[config.mk]
export PLATFORM = sky130hd
export DESIGN_NAME = awmc_actuator_drv
export DESIGN_NICKNAME = d
export VERILOG_FILES = /design/src/rtl/awmc_pkg.sv /design/src/rtl/awmc_down_counter.sv /design/src/rtl/awmc_actuator_drv.sv
export SDC_FILE = /design/constraint.sdc
export NUM_CORES = 1
export LEC_CHECK = 0
export CAP_MARGIN = 20
export CELL_PAD_IN_SITES_DETAIL_PLACEMENT = 1
export CELL_PAD_IN_SITES_GLOBAL_PLACEMENT = 1
export CORE_MARGIN = 1.5
export CORE_UTILIZATION = 30
export CTS_CLUSTER_SIZE = 16
export DETAILED_ROUTE_END_ITERATION = 8
export PLACE_DENSITY_LB_ADDON = 0.1
export SYNTH_ARGS = -nofsm -noshare
export SYNTH_HDL_FRONTEND = slang
export SYNTH_SLANG_ARGS = --single-unit
export TNS_END_PERCENT = 100
[constraint.sdc]
create_clock -name clk -period 2.1 [get_ports clk]
set_input_delay 0.42 -clock clk [delete_from_list [all_inputs] [get_ports clk]]
set_output_delay 0.42 -clock clk [all_outputs]
set_load 0.02 [all_outputs]
[src/rtl/awmc_pkg.sv]
// Shared encodings and default timing for the washing-machine controller and its actuator driver.
package awmc_pkg;

   typedef enum logic [2:0] {
      ST_IDLE  = 3'd0,
      ST_FILL  = 3'd1,
      ST_WASH  = 3'd2,
      ST_RINSE = 3'd3,
      ST_DRAIN = 3'd4,
      ST_SPIN  = 3'd5
   } stage_e;

   typedef enum logic [2:0] {
      M_IDLE,
      M_FWD,
      M_DWELL_F,
      M_REV,
      M_DWELL_R,
      M_SPIN,
      M_BRAKE
   } motor_state_e;

   localparam int DEF_SPEED_W     = 4;
   localparam int DEF_SPIN_MAX    = 15;
   localparam int DEF_AGITATE_CYC = 8;
   localparam int DEF_DWELL_CYC   = 2;
   localparam int DEF_RAMP_CYC    = 2;
   localparam int DEF_UNLOCK_CYC  = 4;
   localparam int DEF_BUZZ_CYC    = 6;

   // Wide enough for the longest timer load (non-ramped brake hold).
   localparam int CNT_W = 8;

   // Codes 6 and 7 are not run stages and behave like IDLE.
   function automatic logic is_run_stage(input logic [2:0] s);
      return (s >= 3'(ST_FILL)) && (s <= 3'(ST_SPIN));
   endfunction

endpackage

[src/rtl/awmc_down_counter.sv]
// Loadable down-counter with zero flag; holds at zero, load wins over decrement.
module awmc_down_counter #(
   parameter int W = 8
) (
   input  logic         clk,
   input  logic         reset,
   input  logic         load,
   input  logic [W-1:0] load_val,
   input  logic         dec,
   output logic         zero
);

   logic [W-1:0] count;

   always_ff @(posedge clk) begin
      if (!reset) begin
         count <= '0;
      end else if (load) begin
         count <= load_val;
      end else if (dec && (count != '0)) begin
         count <= count - 1'b1;
      end
   end

   assign zero = (count == '0);

endmodule

[src/rtl/awmc_actuator_drv.sv]
// Actuator driver: valve/pump/motor/door-lock/buzzer from controller stage.
// Define AWMC_SPIN_RAMP_EN for ramped spin-up and brake; otherwise spin is a step with a timed brake hold.
module awmc_actuator_drv
   import awmc_pkg::*;
#(
   parameter int SPEED_W     = DEF_SPEED_W,
   parameter int SPIN_MAX    = DEF_SPIN_MAX,
   parameter int AGITATE_CYC = DEF_AGITATE_CYC,
   parameter int DWELL_CYC   = DEF_DWELL_CYC,
   parameter int RAMP_CYC    = DEF_RAMP_CYC,
   parameter int UNLOCK_CYC  = DEF_UNLOCK_CYC,
   parameter int BUZZ_CYC    = DEF_BUZZ_CYC
) (
   input  logic               clk,
   input  logic               reset,
   input  logic [2:0]         stage,
   input  logic               done,
   input  logic               pause,
   input  logic               lid,
   output logic               fill_valve,
   output logic               drain_pump,
   output logic               motor_en,
   output logic               motor_dir,
   output logic [SPEED_W-1:0] motor_speed,
   output logic               door_lock,
   output logic               buzzer,
   output logic               fault
);

`ifdef AWMC_SPIN_RAMP_EN
   localparam bit RAMP_EN  = 1'b1;
   localparam int BRAKE_LV = RAMP_CYC - 1;
`else
   localparam bit RAMP_EN  = 1'b0;
   localparam int BRAKE_LV = RAMP_CYC * SPIN_MAX - 1;
`endif

   localparam logic [CNT_W-1:0] AGIT_LD   = CNT_W'(AGITATE_CYC - 1);
   localparam logic [CNT_W-1:0] DWELL_LD  = CNT_W'(DWELL_CYC - 1);
   localparam logic [CNT_W-1:0] STEP_LD   = CNT_W'(RAMP_CYC - 1);
   localparam logic [CNT_W-1:0] BRAKE_LD  = CNT_W'(BRAKE_LV);
   localparam logic [CNT_W-1:0] UNLOCK_LD = CNT_W'(UNLOCK_CYC - 1);
   localparam logic [CNT_W-1:0] BUZZ_LD   = CNT_W'(BUZZ_CYC - 1);
   localparam logic [SPEED_W-1:0] SPD_MAX = SPEED_W'(SPIN_MAX);
   localparam logic [SPEED_W-1:0] SPD_ONE = SPEED_W'(1);

   motor_state_e state;
   logic [2:0]   agit_stage;

   logic run_stage, fault_now, active, go_agit, go_spin, stage_chg, lock_hold;
   logic stroke_load, stroke_dec, stroke_zero;
   logic ramp_load, ramp_dec, ramp_zero;
   logic unlock_load, unlock_dec, unlock_zero;
   logic buzz_load, buzz_dec, buzz_zero;
   logic [CNT_W-1:0] stroke_val, ramp_val;

   // A latched fault keeps everything off even if the lid closes again.
   assign run_stage = is_run_stage(stage);
   assign fault_now = run_stage && !pause && !lid;
   assign active    = run_stage && !pause && lid && !fault;
   assign go_agit   = active && ((stage == ST_WASH) || (stage == ST_RINSE));
   assign go_spin   = active && (stage == ST_SPIN);
   assign stage_chg = (stage != agit_stage);
   assign lock_hold = (motor_speed != '0) || (state == M_SPIN) || (state == M_BRAKE);

   always_comb begin
      stroke_load = 1'b0;
      stroke_val  = '0;
      stroke_dec  = 1'b0;
      ramp_load   = 1'b0;
      ramp_val    = '0;
      ramp_dec    = 1'b0;
      case (state)
         M_IDLE: begin
            if (go_agit) begin
               stroke_load = 1'b1;
               stroke_val  = AGIT_LD;
            end else if (go_spin) begin
               ramp_load = 1'b1;
               ramp_val  = STEP_LD;
            end
         end
         M_FWD, M_REV: begin
            if (go_agit) begin
               if (stage_chg) begin
                  stroke_load = 1'b1;
                  stroke_val  = AGIT_LD;
               end else if (stroke_zero) begin
                  stroke_load = 1'b1;
                  stroke_val  = DWELL_LD;
               end else begin
                  stroke_dec = 1'b1;
               end
            end
         end
         M_DWELL_F, M_DWELL_R: begin
            if (go_agit) begin
               if (stage_chg || stroke_zero) begin
                  stroke_load = 1'b1;
                  stroke_val  = AGIT_LD;
               end else begin
                  stroke_dec = 1'b1;
               end
            end
         end
         M_SPIN: begin
            if (!go_spin) begin
               ramp_load = 1'b1;
               ramp_val  = BRAKE_LD;
            end else if (RAMP_EN) begin
               ramp_load = ramp_zero;
               ramp_val  = STEP_LD;
               ramp_dec  = !ramp_zero;
            end
         end
         M_BRAKE: begin
            if (RAMP_EN && ramp_zero) begin
               ramp_load = 1'b1;
               ramp_val  = STEP_LD;
            end else begin
               ramp_dec = 1'b1;
            end
         end
         default: ;
      endcase
   end

   assign unlock_load = active || (door_lock && lock_hold);
   assign unlock_dec  = !unlock_load;
   assign buzz_load   = done;
   assign buzz_dec    = !done;

   awmc_down_counter #(.W(CNT_W)) u_stroke (
      .clk(clk), .reset(reset), .load(stroke_load), .load_val(stroke_val),
      .dec(stroke_dec), .zero(stroke_zero));

   awmc_down_counter #(.W(CNT_W)) u_ramp (
      .clk(clk), .reset(reset), .load(ramp_load), .load_val(ramp_val),
      .dec(ramp_dec), .zero(ramp_zero));

   awmc_down_counter #(.W(CNT_W)) u_unlock (
      .clk(clk), .reset(reset), .load(unlock_load), .load_val(UNLOCK_LD),
      .dec(unlock_dec), .zero(unlock_zero));

   awmc_down_counter #(.W(CNT_W)) u_buzz (
      .clk(clk), .reset(reset), .load(buzz_load), .load_val(BUZZ_LD),
      .dec(buzz_dec), .zero(buzz_zero));

   // Motor FSM: outputs are registered alongside the state they belong to.
   always_ff @(posedge clk) begin
      if (!reset) begin
         state       <= M_IDLE;
         agit_stage  <= 3'd0;
         motor_en    <= 1'b0;
         motor_dir   <= 1'b0;
         motor_speed <= '0;
      end else begin
         case (state)
            M_IDLE: begin
               if (go_agit) begin
                  state       <= M_FWD;
                  agit_stage  <= stage;
                  motor_en    <= 1'b1;
                  motor_dir   <= 1'b0;
                  motor_speed <= SPD_ONE;
               end else if (go_spin) begin
                  state       <= M_SPIN;
                  motor_en    <= 1'b1;
                  motor_dir   <= 1'b0;
                  motor_speed <= RAMP_EN ? '0 : SPD_MAX;
               end else begin
                  motor_en    <= 1'b0;
                  motor_dir   <= 1'b0;
                  motor_speed <= '0;
               end
            end
            M_FWD, M_REV, M_DWELL_F, M_DWELL_R: begin
               if (!go_agit) begin
                  state       <= M_IDLE;
                  motor_en    <= 1'b0;
                  motor_dir   <= 1'b0;
                  motor_speed <= '0;
               end else if (stage_chg || (stroke_zero && (state == M_DWELL_R))) begin
                  state       <= M_FWD;
                  agit_stage  <= stage;
                  motor_en    <= 1'b1;
                  motor_dir   <= 1'b0;
                  motor_speed <= SPD_ONE;
               end else if (stroke_zero && (state == M_DWELL_F)) begin
                  state       <= M_REV;
                  motor_en    <= 1'b1;
                  motor_dir   <= 1'b1;
                  motor_speed <= SPD_ONE;
               end else if (stroke_zero) begin
                  state       <= (state == M_FWD) ? M_DWELL_F : M_DWELL_R;
                  motor_en    <= 1'b0;
                  motor_speed <= '0;
               end
            end
            M_SPIN: begin
               if (!go_spin) begin
                  if (motor_speed == '0) begin
                     state    <= M_IDLE;
                     motor_en <= 1'b0;
                  end else begin
                     state <= M_BRAKE;
                  end
               end else if (RAMP_EN && ramp_zero && (motor_speed < SPD_MAX)) begin
                  motor_speed <= motor_speed + SPD_ONE;
               end
            end
            M_BRAKE: begin
               if (ramp_zero) begin
                  if (!RAMP_EN || (motor_speed <= SPD_ONE)) begin
                     state       <= M_IDLE;
                     motor_en    <= 1'b0;
                     motor_speed <= '0;
                  end else begin
                     motor_speed <= motor_speed - SPD_ONE;
                  end
               end
            end
            default: begin
               state       <= M_IDLE;
               motor_en    <= 1'b0;
               motor_speed <= '0;
            end
         endcase
      end
   end

   always_ff @(posedge clk) begin
      if (!reset) begin
         fill_valve <= 1'b0;
         drain_pump <= 1'b0;
         door_lock  <= 1'b0;
         buzzer     <= 1'b0;
         fault      <= 1'b0;
      end else begin
         fill_valve <= active && (stage == ST_FILL);
         drain_pump <= active && ((stage == ST_DRAIN) || (stage == ST_SPIN));
         if (!run_stage) begin
            fault <= 1'b0;
         end else if (fault_now) begin
            fault <= 1'b1;
         end
         if (active) begin
            door_lock <= 1'b1;
         end else if (!lock_hold && unlock_zero) begin
            door_lock <= 1'b0;
         end
         if (done) begin
            buzzer <= 1'b1;
         end else if (buzz_zero) begin
            buzzer <= 1'b0;
         end
      end
   end

endmodule

# After elaboration in Yosys (flattened, before gate mapping)
# Cells that the tools add are included.
[word_totals] ff_bits=49 latch_bits=0 mem_bits_rw=0 mem_bits_ro=0 input_bits=8 output_inout_bits=11 memories=0
[op_classes] add_sub_neg=4 multipliers=0 div=0 n_lt_le_gt_ge=2 n_eq_ne=21 shifts=0 muxes=77 n_bitwise=2 n_reduce_logical=59
[ops] op="two-way mux 3 bit" count=20
[ops] op="two-way mux 1 bit" count=33
[ops] op="zero test 8 bit" count=4
[ops] op="two-way mux 8 bit" count=4
[ops] op="nonzero test 8 bit" count=4
[ops] op="subtractor 8 x 1 -> 8 bit (second input constant)" count=4
[ops] op="two-way mux 4 bit" count=7
[ops] op="logical AND 1 bit" count=17
[ops] op="one-hot mux 4 bit (4 select lines)" count=1
[ops] op="equality test 3 bit (second input constant)" count=5
[ops] op="nonzero test 2 bit" count=7
[ops] op="equality test 3 x 2 -> 1 bit (second input constant)" count=4
[ops] op="one-hot mux 3 bit (4 select lines)" count=1
[ops] op="AND reduction 4 bit" count=3
[ops] op="!= test 2 bit (second input constant)" count=5
[ops] op="one-hot mux 5 bit (2 select lines)" count=1
[ops] op="one-hot mux 3 bit (3 select lines)" count=1
[ops] op="OR reduction 2 bit" count=4
[ops] op="logical OR 1 bit" count=7
[ops] op="equality test 3 x 1 -> 1 bit (second input constant)" count=2
[ops] op="zero test 1 bit" count=6
[ops] op="one-hot mux 1 bit (2 select lines)" count=3
[ops] op="one-hot mux 3 bit (2 select lines)" count=1
[ops] op="two-way mux 5 bit" count=1
[ops] op="17 further kinds" count=20

# Depth between registers and ports, before layout
# Gate-level depths: netlist (run 1).
[depth] ltp_word=11 depth_mapped=8 mapped_depth_nobuf=7

# Modules after synthesis
# Synthesis (run 1) repeated with hierarchy kept, for this count alone.
[hier_totals] cells_unflattened=355 area_unflattened_um2=2999.1
[by_module_without_submodules] module="awmc_down_counter" instances=4 cells_each=58 area_each_um2=508.0 seq_area_each_um2=160.2
[by_module_without_submodules] module="awmc_actuator_drv" instances=1 cells_each=123 area_each_um2=967.2 seq_area_each_um2=300.3

# Worst setup path before layout (run 1)
# OpenSTA, ideal clock, no wires.
[synth_timing] path_type="flip-flop to flip-flop" startpoint="register u_unlock.count[0]" endpoint="register u_unlock.count[5]" setup_time_ns=0.119 arrival_ns=1.749 required_ns=1.981 path_slack_ns=0.232 path_stages_with_launch=9 synth_period_minus_slack_ns=1.868 cell_sequence="dfxtp_1 -> inv_1 -> ha_1 -> or3b_1 -> or3b_1 -> clkbuf_1 -> nand3b_1 -> xor2_1 -> nor2_1"
[synth_between] elab_chain_cells=2
[synth_rtl] element="from (decl)" line_no="awmc_down_counter.sv:13" source="logic [W-1:0] count;"
[synth_rtl] element="from (signal assigned)" line_no="awmc_down_counter.sv:19" source="count <= load_val;"
[synth_rtl] element="from (signal assigned)" line_no="awmc_down_counter.sv:21" source="count <= count - 1'b1;"
[synth_rtl] element="parallel branches: the longest is 2 deep, another holds subtractor 8 x 1 -> 8 bit"
# Parallel ways; which one is timed is not known.
# A chain may end at the register's enable or synchronous reset.

# Worst setup path after layout (run 1)
[layout_timing] startpoint="input lid" endpoint="register state[2]"
[layout_between] elab_chain_cells=5
[layout_rtl] element="from (decl)" line_no="awmc_actuator_drv.sv:19" source="input logic lid,"
[layout_rtl] element="logical AND 1 bit (*) (2 in series)" line_no="awmc_actuator_drv.sv:60" source="assign active = run_stage && !pause && lid && !fault;"
[layout_rtl] element="logical AND 1 bit, on equally long branches" line_no="awmc_actuator_drv.sv:61, awmc_actuator_drv.sv:62"
[layout_rtl] element="!= test 5 bit (no source line) (tied with other cells)"
[layout_rtl] element="AND reduction 4 bit (no source line) / one-hot mux 3 bit (4 select lines) (equally long branches)"
[layout_rtl] element="to (signal assigned)" line_no="awmc_actuator_drv.sv:195" source="state <= (state == M_FWD) ? M_DWELL_F : M_DWELL_R;"
[layout_rtl] element="to (decl)" line_no="awmc_actuator_drv.sv:47" source="motor_state_e state;"
# Every way passes the cells marked *; elsewhere a longest branch is shown, timed or not.

==> metrics.txt, run 1 <==
status=completed; number of nets still failing antenna checks after routing=0; largest family of logic cells by synthesized area=simple AND/OR/NAND/NOR gates; Area Growth Syn to Fin=26.8%; synthesized net count=~330; x dimension of the die=between 90 and 100 um; family with the most delay on the worst path=simple AND/OR/NAND/NOR gates; effective utilization at floorplan=0.313; Hold Violations, Final=0; count of maximum capacitance violations=0; Total Nets Final=around 380; initial antenna violation count=0; TritonCTS Buffers=5; PnR worst setup slack=0.0800 ns; core area=0.00830 mm2; arrival time of data at the critical path endpoint=2.27 ns; Clock Tree Root=sky130_fd_sc_hd__clkbuf_8; number of global-route vias before repair=about 2.4k; antenna diode count=0; global placer's final weighted congestion=slightly above 0.8; top fanout value on the critical path=6; arithmetic-cell share of the synthesized area counting full adders, half adders and majority gates=0.0338; kind of end point of the critical path=flip-flop; All-Layer GR Usage=0.161; area share of the largest cell type after synthesis=0.363; average routed wire per standard cell=about 15 um; minimum clock period=a little over 2 ns; DP Wirelength=about 5200 um; DRC=0; sequence of cells on the critical path=clkdlybuf4s50_1, or3b_4, buf_4, nor3_1, a41oi_2, a211oi_1, a41o_1; CP Class=primary input to flip-flop; TritonCTS clock tree=yes; total number of H-tree levels=2; endpoint required time on the critical path=~2.4 ns; global-route wire length before repair=around 12000 um; layout cell share with drive strength beyond 1=0.177; source-to-sink clock delay at the later pin of the worst-skew pair=about 0.30 ns; post-synthesis cell type with the largest combined area=sky130_fd_sc_hd__dfxtp_1; via count of the routed design=~2.4k; total power=roughly 0.0025 W; share of synthesized area occupied by flip-flops and latches=0.363; # setup viols final=0; total die area=0.00921 mm2; filler cell count in the final layout=approximately 1.0k; part of the cycle the worst path needs=0.962; multiplexer share of the synthesized area=0.0203; Overflow after GRT=0; overall routed net length=roughly 7000 um; worst hold path class=flip-flop to flip-flop; 1st-pass router iterations=4; prevailing post-synth register cell=sky130_fd_sc_hd__dfxtp_1; max-slew headroom at the worst pin=0.618; simple-gate area share of the yosys netlist=0.260; clock slew at the register clock pins of the worst setup and hold paths=~0.1 ns; xor/xnor share of the synthesized area=0.0675; total power divided by cell area=755 mW/mm2; Avg Inst Size Synth=~8.3 um2; Post-synth EDFFs=0; combined area of all synthesized cells=roughly 0.0026 mm2; I/O Buffers=18; delay of the slowest critical-path stage=a little under 0.5 ns; worst setup slack after placement=-0.314 ns; share of the synthesized area in compound gates (AO/OA/AOI/OAI)=0.206; Std-Cell Rows=33; die height=around 96 um; sum of buffers and inverters on the critical path=2; Max rail drop VDD=0.000362 V; Layout Utilization=0.396; Leak Pwr=1.23 nW; Pins Over Slew Limit=0; Seq cells post-synth=between 40 and 50; RSZ-0062 raised after global routing=no; Post-synth ARST share=0; Netlist cell types=54; leading cell types by total area after synthesis=sky130_fd_sc_hd__dfxtp_1 (36%), sky130_fd_sc_hd__nor2_1 (6.2%), sky130_fd_sc_hd__xnor2_1 (3.7%), sky130_fd_sc_hd__a21oi_1 (3.7%), sky130_fd_sc_hd__ha_1 (3.4%); number of clock sinks=between 40 and 50; total negative slack=0 ns; Layout Skew=0.00338 ns; Initial DRC Count=92; maximum buffer depth of the clock tree=2; CP max stage cell=sky130_fd_sc_hd__clkdlybuf4s50_1; total number of yosys warnings=0; worst-margin pin slew=about 0.57 ns; count of pins on the block boundary=19; number of vias per cell after detailed routing=5.10; crit path launch type=primary input; Highest Clock Rate=roughly 500 MHz; pin count of the biggest net entering global routing=19; Gate Count Post-Synth=roughly 310
metrics by stage:
| step | cell area, um2 | instances | hold slack (ns) |
|---|---|---|---|
| 2_1_floorplan | 2590 | 314 | 0.422 |
| 3_3_place_gp | 3130 | 459 | 0.436 |
| 3_5_place_dp | 3130 | 459 | 0.447 |
| 4_1_cts | 3250 | 467 | 0.462 |
| 5_1_grt | 3290 | 467 | 0.480 |
| 6_report | 3290 | 467 | 0.459 |
routing by layer:
metal,part of all wire,up-vias,track usage
li1,-,1216,-
met1,0.51,1139,0.212
met2,0.46,20,0.269
met3,0.018,6,0.0276
met4,0.013,0,0.0466
met5,0,-,0
synthesized netlist by cell type, types with 2 or more instances:
master / n
sky130_fd_sc_hd__dfxtp_1: 47
sky130_fd_sc_hd__nor2_1: 43
sky130_fd_sc_hd__a21oi_1: 19
sky130_fd_sc_hd__nand2_1: 19
sky130_fd_sc_hd__inv_1: 13
sky130_fd_sc_hd__nor3_1: 12
sky130_fd_sc_hd__xnor2_1: 11
sky130_fd_sc_hd__a31oi_1: 9
sky130_fd_sc_hd__o21ai_0: 9
sky130_fd_sc_hd__xor2_1: 9
sky130_fd_sc_hd__clkbuf_1: 8
sky130_fd_sc_hd__o21ai_1: 8
sky130_fd_sc_hd__buf_2: 7
sky130_fd_sc_hd__ha_1: 7
sky130_fd_sc_hd__nand2b_1: 6
sky130_fd_sc_hd__nand3_1: 6
sky130_fd_sc_hd__o21a_1: 6
sky130_fd_sc_hd__nand3b_1: 5
sky130_fd_sc_hd__o31ai_1: 5
sky130_fd_sc_hd__or4_1: 5
sky130_fd_sc_hd__a211oi_1: 4
sky130_fd_sc_hd__nor4_1: 4
sky130_fd_sc_hd__or3b_1: 4
sky130_fd_sc_hd__and2_1: 3
sky130_fd_sc_hd__mux2i_1: 3
sky130_fd_sc_hd__nor2b_1: 3
sky130_fd_sc_hd__a311oi_1: 2
sky130_fd_sc_hd__a41oi_2: 2
sky130_fd_sc_hd__and3_1: 2
sky130_fd_sc_hd__buf_4: 2
sky130_fd_sc_hd__mux2_1: 2
sky130_fd_sc_hd__nand4_1: 2
sky130_fd_sc_hd__nand4b_1: 2
sky130_fd_sc_hd__nor4_2: 2
sky130_fd_sc_hd__o211ai_1: 2
sky130_fd_sc_hd__or2_2: 2
sky130_fd_sc_hd__or3_1: 2
area by class of cell:
| cell class | instances | area, um2 | area share |
|---|---|---|---|
| tap | 105 | 131 | 0.0400 |
| inverter | 13 | 48.8 | 0.0148 |
| sequential | 47 | 941 | 0.286 |
| clock buffer | 5 | 68.8 | 0.0209 |
| timing repair buffer | 57 | 485 | 0.148 |
| clock inverter | 3 | 46.3 | 0.0141 |
| multi-input combinational | 237 | 1570 | 0.476 |
where the power goes:
part	switching [W]	internal, W	total (W)
clock network	0.000348	0.000360	0.000708
registers	0.0000727	0.000979	0.00105
logic	0.000390	0.000335	0.000724
total	0.000811	0.00167	0.00248
cells by family after synthesis:
kind of cell / Yosys count
and+or+nand+nor: 127
adders and majority gates: 7
DFF: 47
buffers and inverters: 30
muxes: 5
xor gates and xnor gates: 20
AOI/OAI and AO/OA: 78
flip-flops by register name, summed over array words and instances, names as in the netlist:
| name | cells |
|---|---|
| motor_dir | 1 |
| door_lock | 1 |
| u_ramp.count | 8 |
| u_unlock.count | 8 |
| u_stroke.count | 8 |
| buzzer | 1 |
| u_buzz.count | 8 |
| drain_pump | 1 |
| fill_valve | 1 |
| state | 3 |
| agit_stage | 3 |
| motor_en | 1 |
| motor_speed | 2 |
| fault | 1 |
layout by cell type, fill, tap and decap left out, drive strengths merged, types with 7 or more instances in the layout:
master,n
o21ai,17
nand2,19
nor3,12
clkdlybuf4s50,18
xnor2,11
a31oi,9
inv,14
xor2,9
nor2,43
a21oi,19
dfxtp,47
buf,39
ha,7
worst register-to-register path, cell delays in order, from the launching register on:
cell and delay, ns:
sky130_fd_sc_hd__dfxtp_1 0.40, sky130_fd_sc_hd__inv_1 0.08, sky130_fd_sc_hd__ha_1 0.23, sky130_fd_sc_hd__a311oi_4 0.26, sky130_fd_sc_hd__buf_12 0.19, sky130_fd_sc_hd__nand3b_1 0.14, sky130_fd_sc_hd__or4_1 0.44, sky130_fd_sc_hd__a21oi_1 0.15
timing repair:
| action | in CTS | in global routing |
|---|---|---|
| buffers inserted | 0 | 0 |
| pin swaps | 0 | 1 |
| gates resized for setup | 1 | 9 |
| hold buffers | 0 | 0 |
| setup endpoints to repair | 1 | 16 |
worst paths after layout:
check	startpoint	to	slack, ns	cells after the start
worst max-delay path	lid	state[2]$_SDFFE_PN0P_	0.08	7
worst min-delay path	agit_stage[2]$_SDFFE_PN0P_	agit_stage[2]$_SDFFE_PN0P_	0.46	2
worst max register to register	u_ramp.count[0]$_SDFFE_PN0P_	u_ramp.count[7]$_SDFFE_PN0P_	0.16	7
worst min register to register	agit_stage[2]$_SDFFE_PN0P_	agit_stage[2]$_SDFFE_PN0P_	0.46	2
(Power assumes the default switching activity.)
==> run 2: changes to the inputs <==
- CORE_UTILIZATION: 30 -> 44
==> metrics.txt, run 2 (same netlist as run 1, synthesis figures left out) <==
status=completed; initial antenna violation count=0 (unchanged); sum of buffers and inverters on the critical path=3 (+1); part of the cycle the worst path needs=0.949 (-0.0127); maximum buffer depth of the clock tree=2 (unchanged); clock group share of total power=0.239 (-0.046); CP Class=primary input to flip-flop; antenna diode count=0 (unchanged); count of pins on the block boundary=19 (unchanged); switching portion of total power=0.339 (+0.0130); effective utilization at floorplan=0.463 (+0.150); overall routed net length=6890 um (-0.83%); clock slew at the register clock pins of the worst setup and hold paths=0.09 ns (about the same); 1st-pass router iterations=4 (unchanged); number of vias per cell after detailed routing=5.64 (+11%); source-to-sink clock delay at the later pin of the worst-skew pair=0.32 ns (+0.02 ns); I/O Buffers=18 (unchanged); sequence of cells on the critical path=clkdlybuf4s50_1, xnor2_1, nand3_1, buf_4, o31ai_1, o21ai_0, buf_4, o21a_1; Hold Slack=0.452 ns (-0.00653 ns); filler cell count in the final layout=696 (-30%); Total Nets Final=373 (-0.80%); top fanout value on the critical path=5 (-1); minimum clock period=1.99 ns (-0.0268 ns); pin count of the biggest net entering global routing=19 (unchanged); endpoint required time on the critical path=2.31 ns (-0.04 ns); TritonCTS Buffers=5 (unchanged); power share of the combinational group=0.306 (+0.014); total number of H-tree levels=2 (unchanged); Layout Skew=0.0104 ns (+0.00705 ns); number of clock sinks=47 (unchanged); # setup viols final=0 (unchanged); sequential share of power=0.455 (+0.032); Max rail drop VDD=0.000481 V (+33%); Clock Tree Root=sky130_fd_sc_hd__clkbuf_8; count of maximum capacitance violations=0 (unchanged); total power divided by cell area=734 mW/mm2 (-2.9%); DP Wirelength=5140 um (-1.7%); delay of the slowest critical-path stage=0.46 ns (-0.03 ns); Leak Pwr=1.21 nW (-1.8%); average routed wire per standard cell=16.0 um (+7.4%); family with the most delay on the worst path=buffers and inverters; CP max stage cell=sky130_fd_sc_hd__clkdlybuf4s50_1; RSZ-0062 raised after global routing=yes; worst hold path class=flip-flop to flip-flop; layout cell share with drive strength beyond 1=0.164 (-0.0125); core area=0.00561 mm2 (-32%); number of global-route vias before repair=2500 (+5.5%); global placer's final weighted congestion=0.802 (-3.2%); number of nets still failing antenna checks after routing=0 (unchanged); arrival time of data at the critical path endpoint=2.20 ns (-0.07 ns); Initial DRC Count=109 (+18%); most prevalent standard cell on the critical path=sky130_fd_sc_hd__buf_4; Highest Clock Rate=502 MHz (+1.3%); Pins Over Slew Limit=0 (unchanged); All-Layer GR Usage=0.231 (+0.0698); die height=79.8 um (-17%); P_int=0.00154 W (-7.8%); crit path launch type=primary input; switching power summed over all nets=0.000793 W (-2.2%); total die area=0.00636 mm2 (-31%); x dimension of the die=79.8 um (-17%); worst-margin pin slew=0.634 ns (+0.0664 ns); TritonCTS clock tree=yes; max-slew headroom at the worst pin=0.573 (-0.0447); Std-Cell Rows=27 (-18%); most common cell after layout, fill and taps aside=sky130_fd_sc_hd__dfxtp_1; Layout Utilization=0.568 (+0.171); global-route wire length before repair=11400 um (-0.96%); most frequent cells in the layout=sky130_fd_sc_hd__dfxtp_1 (45), sky130_fd_sc_hd__nor2_1 (41), sky130_fd_sc_hd__buf_4 (35); kind of end point of the critical path=flip-flop; via count of the routed design=2431 (+2.1%); Area Growth Syn to Fin=22.7%; Hold Violations, Final=0 (unchanged); Overflow after GRT=0 (unchanged); DRC=0 (unchanged)
[run 2: area by class of cell]
class                      instances  area [um2]  area share
clock inverter                     3        20.0     0.00629
inverter                          13        48.8      0.0153
clock buffer                       5        68.8      0.0216
tap                               72        90.1      0.0283
timing repair buffer              54         459       0.144
sequential                        47         943       0.296
multi-input combinational        237        1550       0.488
[run 2: power groups by stage]
stage / sequential [W] / combinational, W / clock, W
2_1_floorplan: 0.00107 / 0.000504 / 0
3_3_place_gp: 0.00108 / 0.000664 / 0
3_5_place_dp: 0.00108 / 0.000692 / 0
4_1_cts: 0.00106 / 0.000697 / 0.000581
5_1_grt: 0.00107 / 0.000807 / 0.000610
6_report: 0.00106 / 0.000714 / 0.000559
[run 2: metal layers]
| metal | global-route usage | share of wire |
|---|---|---|
| met5 | 0 | 0 |
| met4 | 0.0810 | 0.013 |
| met3 | 0.0434 | 0.042 |
| met2 | 0.409 | 0.50 |
| met1 | 0.278 | 0.44 |
[run 2: timing repair]
item,CTS,global route
setup buffers,0,3
pin swaps,0,3
resized for setup,2,10
hold endpoints to repair,0,0
hold buffers,0,0
setup endpoints to repair,2,14
[run 2: worst register-to-register path: stages, from the launching register on]
cell and delay (ns):
sky130_fd_sc_hd__dfxtp_2 0.38, sky130_fd_sc_hd__inv_1 0.07, sky130_fd_sc_hd__ha_1 0.22, sky130_fd_sc_hd__a311oi_4 0.41, sky130_fd_sc_hd__buf_4 0.18, sky130_fd_sc_hd__a311oi_1 0.05
sky130_fd_sc_hd__or4_1 0.51, sky130_fd_sc_hd__o21ai_1 0.09
[run 2: per-stage QoR]
step | setup TNS [ns] | std cells | power [W] | setup slack, ns | area [um2]
6_report | 0 | 431 | 0.00234 | 0.107 | 3180
5_1_grt | -0.00160 | 431 | 0.00249 | -0.00160 | 3180
4_1_cts | 0 | 428 | 0.00234 | 0.0167 | 3130
3_5_place_dp | -4.66 | 420 | 0.00178 | -0.338 | 3030
3_3_place_gp | -3.86 | 420 | 0.00174 | -0.291 | 3030
2_1_floorplan | 0 | 314 | 0.00157 | 0.232 | 2590
[run 2: worst paths after layout]
check	end	cells past startpoint	start	slack, ns
hold reg to reg	agit_stage[2]$_SDFFE_PN0P_	2	agit_stage[2]$_SDFFE_PN0P_	0.45
setup reg to reg	motor_speed[2]$_SDFFE_PN0P_	7	u_ramp.count[0]$_SDFFE_PN0P_	0.13
hold / removal	agit_stage[2]$_SDFFE_PN0P_	2	agit_stage[2]$_SDFFE_PN0P_	0.45
setup / recovery	motor_en$_SDFFE_PN0P_	8	stage[2]	0.11
==> run 3: changes to the inputs <==
- SYNTH_HIERARCHICAL: unset -> 1
==> metrics.txt, run 3 <==
status=finished with violations; failing checks=design-rule violations, negative setup slack; hold path startpoint=stage[2]; initial antenna violation count=0 (unchanged); x dimension of the die=85.6 um (+7.3%); Leak Pwr=1.87 nW (+55%); total negative slack=-5.86 ns (-5.86 ns); DRC=3 (+3); TritonCTS Buffers=5 (unchanged); minimum clock period=2.60 ns (+0.603 ns); 1st-pass router iterations=7 (+3); number of vias per cell after detailed routing=6.38 (+13%); placed standard-cell area=0.00389 mm2 (+28%); layout cell share with drive strength beyond 1=0.382 (+0.218); crit path launch type=flip-flop; cell with the most instances after synthesis=sky130_fd_sc_hd__dfxtp_1; Pins Over Slew Limit=0 (unchanged); top fanout value on the critical path=7 (+2); total number of H-tree levels=2 (unchanged); RSZ-0062 raised after global routing=yes; source-to-sink clock delay at the later pin of the worst-skew pair=0.32 ns (about the same); PnR worst setup slack=-0.496 ns (-0.603 ns); switching portion of total power=0.409 (+0.0699); worst setup slack after placement=-0.611 ns (-0.273 ns); global placer's final weighted congestion=0.838 (+4.4%); total die area=0.00732 mm2 (+15%); endpoint required time on the critical path=2.32 ns (about the same); sequential share of power=0.308 (-0.147); number of nets still failing antenna checks after routing=0 (unchanged); worst-margin pin slew=0.735 ns (+0.101 ns); area used by multi-input combinational logic=0.00230 mm2 (+48%); Layout Skew=0.00855 ns (-0.00187 ns); filler cell count in the final layout=742 (+6.6%); Gate Count Post-Synth=355 (+13%); CP Class=flip-flop to flip-flop; most frequent cells in the layout=sky130_fd_sc_hd__buf_4 (79), sky130_fd_sc_hd__dfxtp_1 (41), sky130_fd_sc_hd__o21ai_0 (26); Total Nets Final=489 (+31%); area share of the largest cell type after synthesis=0.314 (-0.0490); I/O Buffers=18 (unchanged); share of synthesized area occupied by flip-flops and latches=0.314 (-0.0490); leading cell types by total area after synthesis=sky130_fd_sc_hd__dfxtp_1 (31%), sky130_fd_sc_hd__o21ai_0 (5.5%), sky130_fd_sc_hd__a21oi_1 (3.8%), sky130_fd_sc_hd__xnor2_1 (3.8%), sky130_fd_sc_hd__o41ai_4 (3.7%); launching point of the worst reg2reg path=u_stroke/count[2]$_SDFFE_PN0P_; arrival time of data at the critical path endpoint=2.81 ns (+0.61 ns); count of maximum capacitance violations=0 (unchanged); clock slew at the register clock pins of the worst setup and hold paths=0.10 ns (about the same); Layout Cell Area excl Fill=0.00443 mm2 (+39%); Worst R2R End=u_stroke/count[4]$_SDFFE_PN0P_; Layout Utilization=0.686 (+0.119); worst hold path class=primary input to flip-flop; post-synthesis cell type with the largest combined area=sky130_fd_sc_hd__dfxtp_1; Std-Cell Rows=29 (+7.4%); Max rail drop VDD=0.000390 V (-19%); Reg2Reg Depth=10 (+3); maximum buffer depth of the clock tree=2 (unchanged); overall routed net length=13100 um (+90%); total number of yosys warnings=6 (+6); most common cell after layout, fill and taps aside=sky130_fd_sc_hd__buf_4; count of pins on the block boundary=19 (unchanged); part of the cycle the worst path needs=1.24 (+0.287); Initial DRC Count=339 (+210%); Avg Inst Size Synth=8.45 um2 (+2.3%); TritonCTS clock tree=yes; average routed wire per standard cell=23.7 um (+48%); All-Layer GR Usage=0.319 (+0.0876); switching power summed over all nets=0.00165 W (+110%); sink of the worst hold path=fill_valve$_SDFF_PN0_; die height=85.6 um (+7.3%); Overflow after GRT=0 (unchanged); via count of the routed design=3513 (+45%); Highest Clock Rate=385 MHz (-23%); total power divided by cell area=912 mW/mm2 (+24%); max-slew headroom at the worst pin=0.505 (-0.0683); number of clock sinks=47 (unchanged); register area=953 um2 (+1.1%); effective utilization at floorplan=0.464 (+0.00184); pin count of the biggest net entering global routing=27 (+8); number of cells on the worst hold path=3 (+1); prevailing post-synth register cell=sky130_fd_sc_hd__dfxtp_1; Hold Violations, Final=0 (unchanged); Area Growth Syn to Fin=47.8%; number of global-route vias before repair=3618 (+45%); core area=0.00646 mm2 (+15%); Netlist cell types=57 (+5.6%); clock group share of total power=0.206 (-0.033); P_int=0.00239 W (+55%); Post-synth EDFFs=0 (unchanged); # setup viols final=16 (+16); Seq cells post-synth=47 (unchanged); antenna diode count=0 (unchanged); leading post-synthesis cells by instance count=sky130_fd_sc_hd__dfxtp_1 (47), sky130_fd_sc_hd__o21ai_0 (33), sky130_fd_sc_hd__a21oi_1 (23); power share of the combinational group=0.486 (+0.180); Register-to-Register Setup Slack=-0.50 ns (-0.63 ns); kind of end point of the critical path=flip-flop; DP Wirelength=6640 um (+29%); Clock Tree Root=sky130_fd_sc_hd__clkbuf_8; Post-synth ARST share=0 (unchanged); combined area of all synthesized cells=0.00300 mm2 (+16%); global-route wire length before repair=18400 um (+61%)
-- run 3: cell count changes in the layout (fill, tap and decap cells not counted), moves of 6 or more --
cell,change
sky130_fd_sc_hd__nor3b_1,+10
sky130_fd_sc_hd__conb_1,+25
sky130_fd_sc_hd__and2_1,+6
sky130_fd_sc_hd__nor3_1,-6
sky130_fd_sc_hd__o31ai_1,+7
sky130_fd_sc_hd__or4_4,+6
sky130_fd_sc_hd__xor2_1,-7
sky130_fd_sc_hd__nand2_1,-8
sky130_fd_sc_hd__nor2_1,-25
sky130_fd_sc_hd__o21ai_0,+17
sky130_fd_sc_hd__buf_4,+44
-- run 3: critical path: stages, from the launching register on --
cell	delay, ns
sky130_fd_sc_hd__dfxtp_2	0.34
sky130_fd_sc_hd__or4_4	0.57
sky130_fd_sc_hd__nor4_4	0.24
sky130_fd_sc_hd__buf_4	0.17
sky130_fd_sc_hd__nor4_2	0.05
sky130_fd_sc_hd__maj3_2	0.36
sky130_fd_sc_hd__nor2_4	0.24
sky130_fd_sc_hd__nor3b_2	0.08
sky130_fd_sc_hd__a21oi_1	0.20
sky130_fd_sc_hd__o31ai_1	0.10
sky130_fd_sc_hd__and2_1	0.15
-- run 3: worst max-delay path by stage --
| stage | from | to |
|---|---|---|
| 2_1_floorplan | u_stroke/count[5]$_SDFFE_PN0P_ | u_stroke/count[2]$_SDFFE_PN0P_ |
| 3_5_place_dp | stage[0] | u_stroke/count[6]$_SDFFE_PN0P_ |
| 5_1_grt | u_stroke/count[2]$_SDFFE_PN0P_ | u_stroke/count[4]$_SDFFE_PN0P_ |
| 3_3_place_gp | stage[2] | u_stroke/count[7]$_SDFFE_PN0P_ |
| 6_report | u_stroke/count[2]$_SDFFE_PN0P_ | u_stroke/count[4]$_SDFFE_PN0P_ |
| 4_1_cts | u_stroke/count[2]$_SDFFE_PN0P_ | u_stroke/count[2]$_SDFFE_PN0P_ |
-- run 3: final cells by class --
| class | count | area share |
|---|---|---|
| Multi-Input combinational cell | 293 | 0.520 |
| Tap cell | 77 | 0.0217 |
| Inverter | 22 | 0.0198 |
| Timing Repair Buffer | 104 | 0.193 |
| Clock buffer | 5 | 0.0155 |
| Clock inverter | 3 | 0.0152 |
| Sequential cell | 47 | 0.215 |
-- run 3: through the flow --
step | instances | hold slack, ns | power (W)
after global routing | 551 | 0.479 | 0.00420
after CTS | 542 | 0.487 | 0.00368
after detailed placement | 521 | 0.460 | 0.00275
final | 551 | 0.486 | 0.00404
after global placement | 521 | 0.443 | 0.00268
after floorplan | 378 | 0.421 | 0.00221
-- run 3: cell families (layout without fill, tap and decap cells) --
logic type / after synthesis / in the layout / share of synthesized area
XOR/XNOR: 16 / 16 / 0.0467
adder cells (fa/ha/maj): 9 / 9 / 0.0367
AO/OA/AOI/OAI: 109 / 109 / 0.258
buffers and inverters: 38 / 134 / 0.0513
multiplexers: 5 / 5 / 0.0167
AND/OR/NAND/NOR: 129 / 129 / 0.275
flip-flops: 47 / 47 / 0.314
other: 2 / 25 / 0.00250
-- run 3: metal layers --
layer / share of wire / up-vias / track usage
li1: - / 1533 / -
met1: 0.40 / 1738 / 0.372
met2: 0.50 / 181 / 0.591
met3: 0.061 / 61 / 0.0491
met4: 0.041 / 0 / 0.109
met5: 0 / - / 0
-- run 3: power by group through the flow --
stage | clock, W | combinational [W] | sequential (W)
detailed placement | 0 | 0.00153 | 0.00122
global route | 0.000879 | 0.00207 | 0.00126
floorplan | 0 | 0.00102 | 0.00119
CTS | 0.000822 | 0.00164 | 0.00122
global placement | 0 | 0.00147 | 0.00121
finish | 0.000832 | 0.00197 | 0.00124
-- run 3: repair_timing --
| item | in CTS | in global routing |
|---|---|---|
| hold endpoints to repair | 0 | 0 |
| pin swaps | 26 | 12 |
| buffers inserted | 13 | 9 |
| gates resized for setup | 40 | 34 |
| hold buffers | 0 | 0 |
| endpoints found under the setup margin | 29 | 27 |
